===== config.mk =====
export PLATFORM = sky130hd
export DESIGN_NAME = branch_predictor_gshare_flat
export DESIGN_NICKNAME = d
export VERILOG_FILES = /design/src/rtl/branch_predictor_gshare_pkg.sv /design/src/rtl/branch_predictor_gshare_if.sv /design/src/rtl/branch_predictor_gshare_sat_counter.sv /design/src/rtl/branch_predictor_gshare.sv /design/src/flat_wrapper.sv
export SDC_FILE = /design/constraint.sdc
export NUM_CORES = 1
export LEC_CHECK = 0
export CAP_MARGIN = 10
export CORE_ASPECT_RATIO = 0.9
export CORE_MARGIN = 2
export CORE_UTILIZATION = 55
export DETAILED_ROUTE_END_ITERATION = 10
export PLACE_DENSITY = 0.78
export SETUP_SLACK_MARGIN = 0.15
export SYNTH_ARGS = -nofsm -noshare
export SYNTH_HDL_FRONTEND = slang
export SYNTH_HIERARCHICAL = 1
export SYNTH_SLANG_ARGS = --single-unit

===== constraint.sdc =====
create_clock -name clk -period 5.83 [get_ports clk]
set_clock_uncertainty 0.1 [all_clocks]
set_input_delay 1.166 -clock clk [delete_from_list [all_inputs] [get_ports clk]]
set_output_delay 1.166 -clock clk [all_outputs]
set_load 0.05 [all_outputs]

===== src/rtl/branch_predictor_gshare_pkg.sv =====
`default_nettype none
// ============================================================================
// Module      : branch_predictor_gshare_pkg
// Description : Shared types for the gshare branch predictor. Contains the
//               RV32I word type, the 2-bit saturating counter encoding and
//               the reset-walk FSM state encoding.
// Revision    : 1.0 - initial release
// ============================================================================
package branch_predictor_gshare_pkg;

    typedef logic [31:0] rv32i_word;

    // Counter encoding: the prediction is bit[1].
    typedef enum logic [1:0] {
        SNT = 2'b00,
        WNT = 2'b01,
        WT  = 2'b10,
        ST  = 2'b11
    } bp_cnt_t;

    typedef enum logic [0:0] {
        BP_INIT = 1'b0,
        BP_RUN  = 1'b1
    } bp_state_t;

    // Value written to every entry by the reset walk.
    localparam bp_cnt_t c_CNT_RESET = WNT;

endpackage : branch_predictor_gshare_pkg
`default_nettype wire


===== src/rtl/branch_predictor_gshare_if.sv =====
`default_nettype none
// ============================================================================
// Module      : branch_predictor_gshare_if
// Description : Fetch/execute-side bundle of the gshare predictor.
//               master : pipeline (drives requests and resolved updates)
//               slave  : predictor
//               Signals: ready_o, pred_req_i, pred_pc_i, pred_valid_o,
//               pred_taken_o, pred_idx_o, upd_valid_i, upd_idx_i, upd_taken_i
// Revision    : 1.0 - initial release
// ============================================================================
interface branch_predictor_gshare_if #(
    parameter int IDX_BITS = 7
);
    import branch_predictor_gshare_pkg::*;

    logic                ready_o;
    logic                pred_req_i;
    rv32i_word           pred_pc_i;
    logic                pred_valid_o;
    logic                pred_taken_o;
    logic [IDX_BITS-1:0] pred_idx_o;
    logic                upd_valid_i;
    logic [IDX_BITS-1:0] upd_idx_i;
    logic                upd_taken_i;

    modport master (
        input  ready_o, pred_valid_o, pred_taken_o, pred_idx_o,
        output pred_req_i, pred_pc_i, upd_valid_i, upd_idx_i, upd_taken_i
    );

    modport slave (
        output ready_o, pred_valid_o, pred_taken_o, pred_idx_o,
        input  pred_req_i, pred_pc_i, upd_valid_i, upd_idx_i, upd_taken_i
    );

endinterface : branch_predictor_gshare_if
`default_nettype wire


===== src/rtl/branch_predictor_gshare_sat_counter.sv =====
`default_nettype none
// ============================================================================
// Module      : bp_sat_counter
// Description : Combinational next-count for a 2-bit saturating counter.
//               i_cnt   : current counter
//               i_taken : resolved branch outcome
//               o_cnt   : counter after training (saturates at SNT / ST)
// Revision    : 1.0 - initial release
// ============================================================================
module bp_sat_counter
    import branch_predictor_gshare_pkg::*;
(
    input  bp_cnt_t i_cnt,
    input  logic    i_taken,
    output bp_cnt_t o_cnt
);

    always_comb begin
        o_cnt = i_cnt;
        case (i_cnt)
            SNT:     o_cnt = i_taken ? WNT : SNT;
            WNT:     o_cnt = i_taken ? WT  : SNT;
            WT:      o_cnt = i_taken ? ST  : WNT;
            ST:      o_cnt = i_taken ? ST  : WT;
            default: o_cnt = i_cnt;
        endcase
    end

endmodule : bp_sat_counter
`default_nettype wire


===== src/rtl/branch_predictor_gshare.sv =====
`default_nettype none
// ============================================================================
// Module      : branch_predictor_gshare
// Description : Gshare direction predictor. A table of 2-bit saturating
//               counters is indexed by PC[IDX_BITS+1:2] XOR the global
//               history register. After reset a walk writes WNT into every
//               entry; requests and updates are ignored until it completes.
//               clk, rst : clock, synchronous active-high reset
//               bp       : slave side of branch_predictor_gshare_if
//                          (fetch request/response, execute update)
//               HIST_BITS must not exceed IDX_BITS.
// Revision    : 1.0 - initial release
// ============================================================================
module branch_predictor_gshare
    import branch_predictor_gshare_pkg::*;
#(
    parameter int IDX_BITS  = 7,
    parameter int HIST_BITS = 7
) (
    input  logic                           clk,
    input  logic                           rst,
    branch_predictor_gshare_if.slave       bp
);

    localparam int c_DEPTH = 2 ** IDX_BITS;

    bp_state_t           r_state;
    logic [IDX_BITS-1:0] r_ptr;
    logic [HIST_BITS-1:0] r_ghr;
    bp_cnt_t             r_table [c_DEPTH];
    logic                r_pred_valid;
    logic                r_pred_taken;
    logic [IDX_BITS-1:0] r_pred_idx;

    logic [HIST_BITS-1:0] w_ghr_next;
    logic [IDX_BITS-1:0]  w_hist_ext;
    logic [IDX_BITS-1:0]  w_idx;
    logic                 w_run;
    logic                 w_accept;
    bp_cnt_t              w_upd_next;
    rv32i_word            w_pc;
    logic [31-IDX_BITS:0] w_unused_pc;

    assign w_pc        = bp.pred_pc_i;
    assign w_unused_pc = {w_pc[31:IDX_BITS+2], w_pc[1:0]};

    // History occupies the low index bits; upper bits come from the PC only.
    if (HIST_BITS == IDX_BITS) begin : g_hist_full
        assign w_hist_ext = r_ghr;
    end else begin : g_hist_pad
        assign w_hist_ext = {{(IDX_BITS-HIST_BITS){1'b0}}, r_ghr};
    end

    if (HIST_BITS > 1) begin : g_ghr_shift
        assign w_ghr_next = {r_ghr[HIST_BITS-2:0], bp.upd_taken_i};
    end else begin : g_ghr_single
        assign w_ghr_next = bp.upd_taken_i;
    end

    assign w_idx    = w_pc[IDX_BITS+1:2] ^ w_hist_ext;
    assign w_run    = (r_state == BP_RUN);
    assign w_accept = bp.pred_req_i && w_run;

    bp_sat_counter u_sat_counter (
        .i_cnt   (r_table[bp.upd_idx_i]),
        .i_taken (bp.upd_taken_i),
        .o_cnt   (w_upd_next)
    );

    // Single write port shared by the reset walk and training. Reads in the
    // same cycle see the old value, so a colliding predict gets the
    // pre-update counter.
    always_ff @(posedge clk) begin
        if (!rst) begin
            if (r_state == BP_INIT) begin
                r_table[r_ptr] <= c_CNT_RESET;
            end else if (bp.upd_valid_i) begin
                r_table[bp.upd_idx_i] <= w_upd_next;
            end
        end
    end

    always_ff @(posedge clk) begin
        if (rst) begin
            r_state      <= BP_INIT;
            r_ptr        <= '0;
            r_ghr        <= '0;
            r_pred_valid <= 1'b0;
            r_pred_taken <= 1'b0;
            r_pred_idx   <= '0;
        end else begin
            r_pred_valid <= w_accept;
            if (w_accept) begin
                r_pred_taken <= r_table[w_idx][1];
                r_pred_idx   <= w_idx;
            end

            case (r_state)
                BP_INIT: begin
                    r_ptr <= r_ptr + IDX_BITS'(1);
                    if (r_ptr == IDX_BITS'(c_DEPTH - 1)) begin
                        r_state <= BP_RUN;
                    end
                end
                BP_RUN: begin
                    // History advances only on resolved branches.
                    if (bp.upd_valid_i) begin
                        r_ghr <= w_ghr_next;
                    end
                end
                default: r_state <= BP_INIT;
            endcase
        end
    end

    assign bp.ready_o      = w_run;
    assign bp.pred_valid_o = r_pred_valid;
    assign bp.pred_taken_o = r_pred_taken;
    assign bp.pred_idx_o   = r_pred_idx;

endmodule : branch_predictor_gshare
`default_nettype wire


===== src/flat_wrapper.sv =====
// flat-port wrapper written by rule: the top's interface ports become plain ports
module branch_predictor_gshare_flat import branch_predictor_gshare_pkg::*;
#(
    parameter int IDX_BITS  = 7,
    parameter int HIST_BITS = 7
)
  (clk, rst, bp_ready_o, bp_pred_valid_o, bp_pred_taken_o, bp_pred_idx_o, bp_pred_req_i, bp_pred_pc_i, bp_upd_valid_i, bp_upd_idx_i, bp_upd_taken_i);
  branch_predictor_gshare_if #(.IDX_BITS(IDX_BITS)) bp_i ();
  input  logic clk;
  input  logic rst;
  output wire logic [$bits(bp_i.ready_o)-1:0] bp_ready_o;
  output wire logic [$bits(bp_i.pred_valid_o)-1:0] bp_pred_valid_o;
  output wire logic [$bits(bp_i.pred_taken_o)-1:0] bp_pred_taken_o;
  output wire logic [$bits(bp_i.pred_idx_o)-1:0] bp_pred_idx_o;
  input wire logic [$bits(bp_i.pred_req_i)-1:0] bp_pred_req_i;
  input wire logic [$bits(bp_i.pred_pc_i)-1:0] bp_pred_pc_i;
  input wire logic [$bits(bp_i.upd_valid_i)-1:0] bp_upd_valid_i;
  input wire logic [$bits(bp_i.upd_idx_i)-1:0] bp_upd_idx_i;
  input wire logic [$bits(bp_i.upd_taken_i)-1:0] bp_upd_taken_i;
  assign bp_ready_o = bp_i.ready_o;
  assign bp_pred_valid_o = bp_i.pred_valid_o;
  assign bp_pred_taken_o = bp_i.pred_taken_o;
  assign bp_pred_idx_o = bp_i.pred_idx_o;
  assign bp_i.pred_req_i = bp_pred_req_i;
  assign bp_i.pred_pc_i = bp_pred_pc_i;
  assign bp_i.upd_valid_i = bp_upd_valid_i;
  assign bp_i.upd_idx_i = bp_upd_idx_i;
  assign bp_i.upd_taken_i = bp_upd_taken_i;
  branch_predictor_gshare #(.IDX_BITS(IDX_BITS), .HIST_BITS(HIST_BITS)) u_core (.clk(clk), .rst(rst), .bp(bp_i));
endmodule

==> results.md <==
Place:
- The port buffer count is 28.
- In this run the cell area measured after placement is 13,400 um^2.
- The post-placement cell count is roughly 1,100.
- Detailed placement ended at an HPWL of slightly below 20,000 um.
- The setup slack after placement is 0.502 ns.
- The final estimated routing congestion in global placement is 0.879.

Setup path:
- The standard cell with the maximum stage delay on the critical path is sky130_fd_sc_hd__buf_4.
- The category of cells accounting for the largest share of critical-path delay is multiplexers.
- Walking the worst path, the cells encountered are buf_4 -> buf_4 -> mux4_2 -> mux4_2 -> mux4_2 -> mux2_2 -> maj3_2 -> and2_2 -> buf_12.
- In this design, the stage delay of the slowest critical-path cell is 0.54 ns.
- The number of buffers and inverters on the critical path is 3.
- The worst register-to-register path has a depth of 5.
- The largest fanout on the critical path is 96.
- The most frequent cell on the critical path is sky130_fd_sc_hd__mux4_2.
- The signal arrival time at the worst endpoint is 4.97 ns.
- The category of the worst setup path capture point is a flop.
- The critical setup path kind is input pin to flop.
- The reg-to-reg setup timing slack is 1.84 ns.
- The worst reg2reg path endpoint is u_core/r_table[20][0].
- The kind of start point of the critical path is an input pin.
- The origin of the worst setup path is bp_upd_idx_i[1].
- Data on the critical path is required at its endpoint by around 5.9 ns.
- The startpoint identified for the worst register-to-register timing path is u_core/bp.ready_o.

Clocking:
- The number of resized instances in the post-cts repair step is 0.
- The clock tree from TritonCTS is built.
- The number of clock buffers added by TritonCTS is 28.
- For the worst-skew pair, the clock arrives at the later sink with an insertion delay of 0.55 ns.
- The clock passes through at most 3 buffers.
- The clock drives 280 sinks.
- The number of buffers inserted by post-CTS setup repair is 0.
- In this run, post-CTS hold repair placed 0 buffers.
- CTS built an H-tree with a depth of 1.
- The clock edge transition at the registers on the reported setup and hold paths is approximately 0.06 ns.
- The root buffer selected by CTS is sky130_fd_sc_hd__clkbuf_16.

STA:
- Setup repair after global routing left no endpoint under its margin.
- The worst max-slew margin expressed relative to the limit is 21.6%.
- The slew of the pin with the lowest slew margin is 1.17 ns.
- The total negative slack for setup checks is 0 ns.
- After layout, the worst path uses 83.6% of the clock period.
- The number of endpoints with negative hold slack in the final report is 0.
- Setup violations remaining at the end of the flow were counted as 0.
- The worst path needs 4.88 ns of the cycle, external delays included.
- The number of max-slew violations in the final report is 0.
- Across all hold checks on the routed design, the worst slack comes to approximately 0.38 ns.
- After layout, the worst setup slack is 0.954 ns.
- The timing-limited maximum frequency is 205 MHz.

Layout:
- The finished cells cover between 10,000 and 15,000 um^2.
- 0 antenna diodes ended up in the layout.
- The end-of-flow core utilization is 63.2%.
- The number of nets in the layout is 855.
- The number of standard cells in the layout, taps in and fillers out is roughly 1,100.
- The fraction of layout cells with a size suffix above 1 is between 20 and 25%.
- The area growth from synthesis to layout is 12.6%.

GRT:
- The number of antenna violations at the first check in global routing is 0.
- For this run, the total global-route usage over all layers was measured as 25.8%.
- The largest net degree at the start of global routing is 105.
- The number of global-route vias before repair is about 7,500.
- The total global routing overflow is 0.
- The first global-routing pass estimated 46,100 um of wire.

Logic synthesis:
- The cell count after synthesis is 776.
- The total standard cell area after synthesis is 12,700 um^2.
- The Yosys step of the flow raised 6 warnings.
- In this run, synthesis inferred 256 flip-flops with an integrated enable.
- Counting distinct cell types in the post-synthesis netlist gives 42.
- Synthesis produced a netlist with a net count of about 820.
- Averaged over all synthesized cells, the footprint is 16.3 um^2.
- The post-synthesis sequential element count is 280.
- The most used flip-flop cell after synthesis is sky130_fd_sc_hd__edfxtp_1.
- The async set or reset register ratio after synthesis is 0%.
- The share of synthesized area occupied by flip-flops and latches is 64.5%.

Worst hold path:
- The path with the worst hold slack has its endpoint at u_core/r_ghr[6].
- The worst hold path belongs to the class flop to flop.
- The worst hold path stage count is 2.
- The worst hold path begins at u_core/r_ghr[6].

Floorplanning:
- The die covers 24,300 um^2.
- The y dimension of the die is 148 um.
- The initial core utilization is a little under three fifths.
- The die extent in x is 164 um.
- Row generation in the floorplan step produced 52 rows.
- 54 I/O pins were placed.
- The core outline area is 22,600 um^2.

Route:
- Summed over all layers, the routed wires come to 30,400 um.
- Dividing the detail-routed via count by the number of cells gives 6.78.
- The number of detailed-route iterations in the first pass is 6.
- In this run, the number of DRC markers left after iteration 0 of detailed routing was approximately 1,100.
- In the routed design, unresolved DRC markers number 0.
- For this block, the via count after detailed routing is 7,638.
- After detailed routing, the average wire length per cell comes to 27.0 um.
- The remaining antenna violation count is 0.

Power and ir drop:
- The total power after layout is a little over 4 mW.
- In this run the power density over the cells is slightly below 300 nW/um^2.
- The worst-case IR drop observed on VDD is 0.000203 V.
- The analysis attributes to net switching a power of 0.833 mW.
- The switching fraction of total power is 20.3%.
- The relative contribution of sequential cells to total power is approximately 53%.
- In this run the static leakage power is between 4 and 5 nW.
- Per report_power, the combinational group accounts for 4.9% of the total.
- The cell-internal power is ~3.3 mW.
- The clock network power share is 42.4%.

Status:
- The run finished with clean final reports.

Run:
- Max-cap violations in this run came to 0.
-- worst max-delay path by stage --
| stage | to | cells after the start |
|---|---|---|
| floorplan | u_core/r_table[0][1] | 8 |
| global placement | u_core/r_table[110][1] | 9 |
| detailed placement | u_core/r_table[109][1] | 9 |
| finish | u_core/r_table[52][1] | 9 |
| CTS | u_core/r_table[120][1] | 9 |
| global route | u_core/r_table[114][1] | 9 |
-- flip-flops by register name (all words and copies together), names as in the netlist --
register,flops
u_core/bp.ready_o,1
u_core/r_table,256
u_core/bp.pred_valid_o,1
u_core/bp.pred_taken_o,1
u_core/r_ghr,7
u_core/bp.pred_idx_o,7
u_core/r_ptr,7
-- metal layers --
metal  track usage [%]  share of wire [%]  vias to the layer above
met5                 0                  0                        -
met2              39.4                 47                      550
li1                  -                  -                     3134
met3              5.67                 12                       72
met4              9.56                3.9                        0
met1              37.2                 37                     3882
-- power by group through the flow --
stage	clock network (mW)	logic [mW]	registers, mW
detailed placement	0	0.199	2.21
CTS	1.76	0.200	2.17
global route	1.84	0.213	2.17
finish	1.75	0.202	2.17
floorplan	0	0.129	2.21
global placement	0	0.194	2.21
-- synth_stat cells (4+ instances only) --
cell type                    n  area (um^2)
sky130_fd_sc_hd__o21ai_0     4         20.0
sky130_fd_sc_hd__clkbuf_1   27          101
sky130_fd_sc_hd__inv_1       4         15.0
sky130_fd_sc_hd__nor2_1    157          589
sky130_fd_sc_hd__xnor2_1     6         52.6
sky130_fd_sc_hd__buf_1       4         15.0
sky130_fd_sc_hd__o31ai_1     5         37.5
sky130_fd_sc_hd__nand2b_1    4         25.0
sky130_fd_sc_hd__dfxtp_1    24          480
sky130_fd_sc_hd__a211oi_1    9         67.6
sky130_fd_sc_hd__a21oi_1    11         55.1
sky130_fd_sc_hd__nand3_1    19         95.1
sky130_fd_sc_hd__nand3b_1    6         45.0
sky130_fd_sc_hd__mux4_2    115         2590
sky130_fd_sc_hd__mux2i_1    10          100
sky130_fd_sc_hd__a22oi_1     7         52.6
sky130_fd_sc_hd__buf_2      12         60.1
sky130_fd_sc_hd__nand2_1    46          173
sky130_fd_sc_hd__edfxtp_1  256         7690
sky130_fd_sc_hd__nor3_1      5         25.0
sky130_fd_sc_hd__xor2_1     10         87.6
-- kinds of logic (layout without fill, tap and decap cells) --
logic type | after synthesis | after routing | synth area share, %
simple gates | 251 | 251 | 8.26
mux | 128 | 128 | 21.5
flops | 280 | 280 | 64.5
xor+xnor | 17 | 17 | 1.23
fa+ha+maj | 3 | 3 | 0.277
buf+inv | 50 | 104 | 1.72
compound gates | 47 | 47 | 2.52
-- cell usage in the layout (no fill, tap or decap), types with 11 or more instances in the layout --
cell type                         synthesis  routed
sky130_fd_sc_hd__edfxtp_1               256     256
sky130_fd_sc_hd__nand3_1                 19      19
sky130_fd_sc_hd__buf_4                    0      18
sky130_fd_sc_hd__a21oi_1                 11      11
sky130_fd_sc_hd__clkbuf_16                0      29
sky130_fd_sc_hd__dfxtp_1                 24      24
sky130_fd_sc_hd__mux4_2                 115     115
sky130_fd_sc_hd__clkdlybuf4s50_1          0      26
sky130_fd_sc_hd__nand2_1                 46      46
sky130_fd_sc_hd__nor2_1                 157     157
-- area by class of cell --
cell class | count | area (um^2)
Fill cell | 1504 | 8310
Sequential cell | 280 | 8170
Multi-Input combinational cell | 446 | 4320
Clock buffer | 37 | 756
Timing Repair Buffer | 49 | 495
Tap cell | 297 | 372
Clock inverter | 13 | 134
Inverter | 5 | 18.8
-- worst reg2reg max path, cell delays in order, from the launching register on --
cell,delay [ns]
sky130_fd_sc_hd__dfxtp_1,0.77
sky130_fd_sc_hd__and3b_1,0.64
sky130_fd_sc_hd__mux2i_1,0.65
sky130_fd_sc_hd__nand2b_1,0.29
sky130_fd_sc_hd__nand2b_1,0.76
sky130_fd_sc_hd__nor2_1,0.45
No activity file was read; power rests on OpenSTA's default activity.
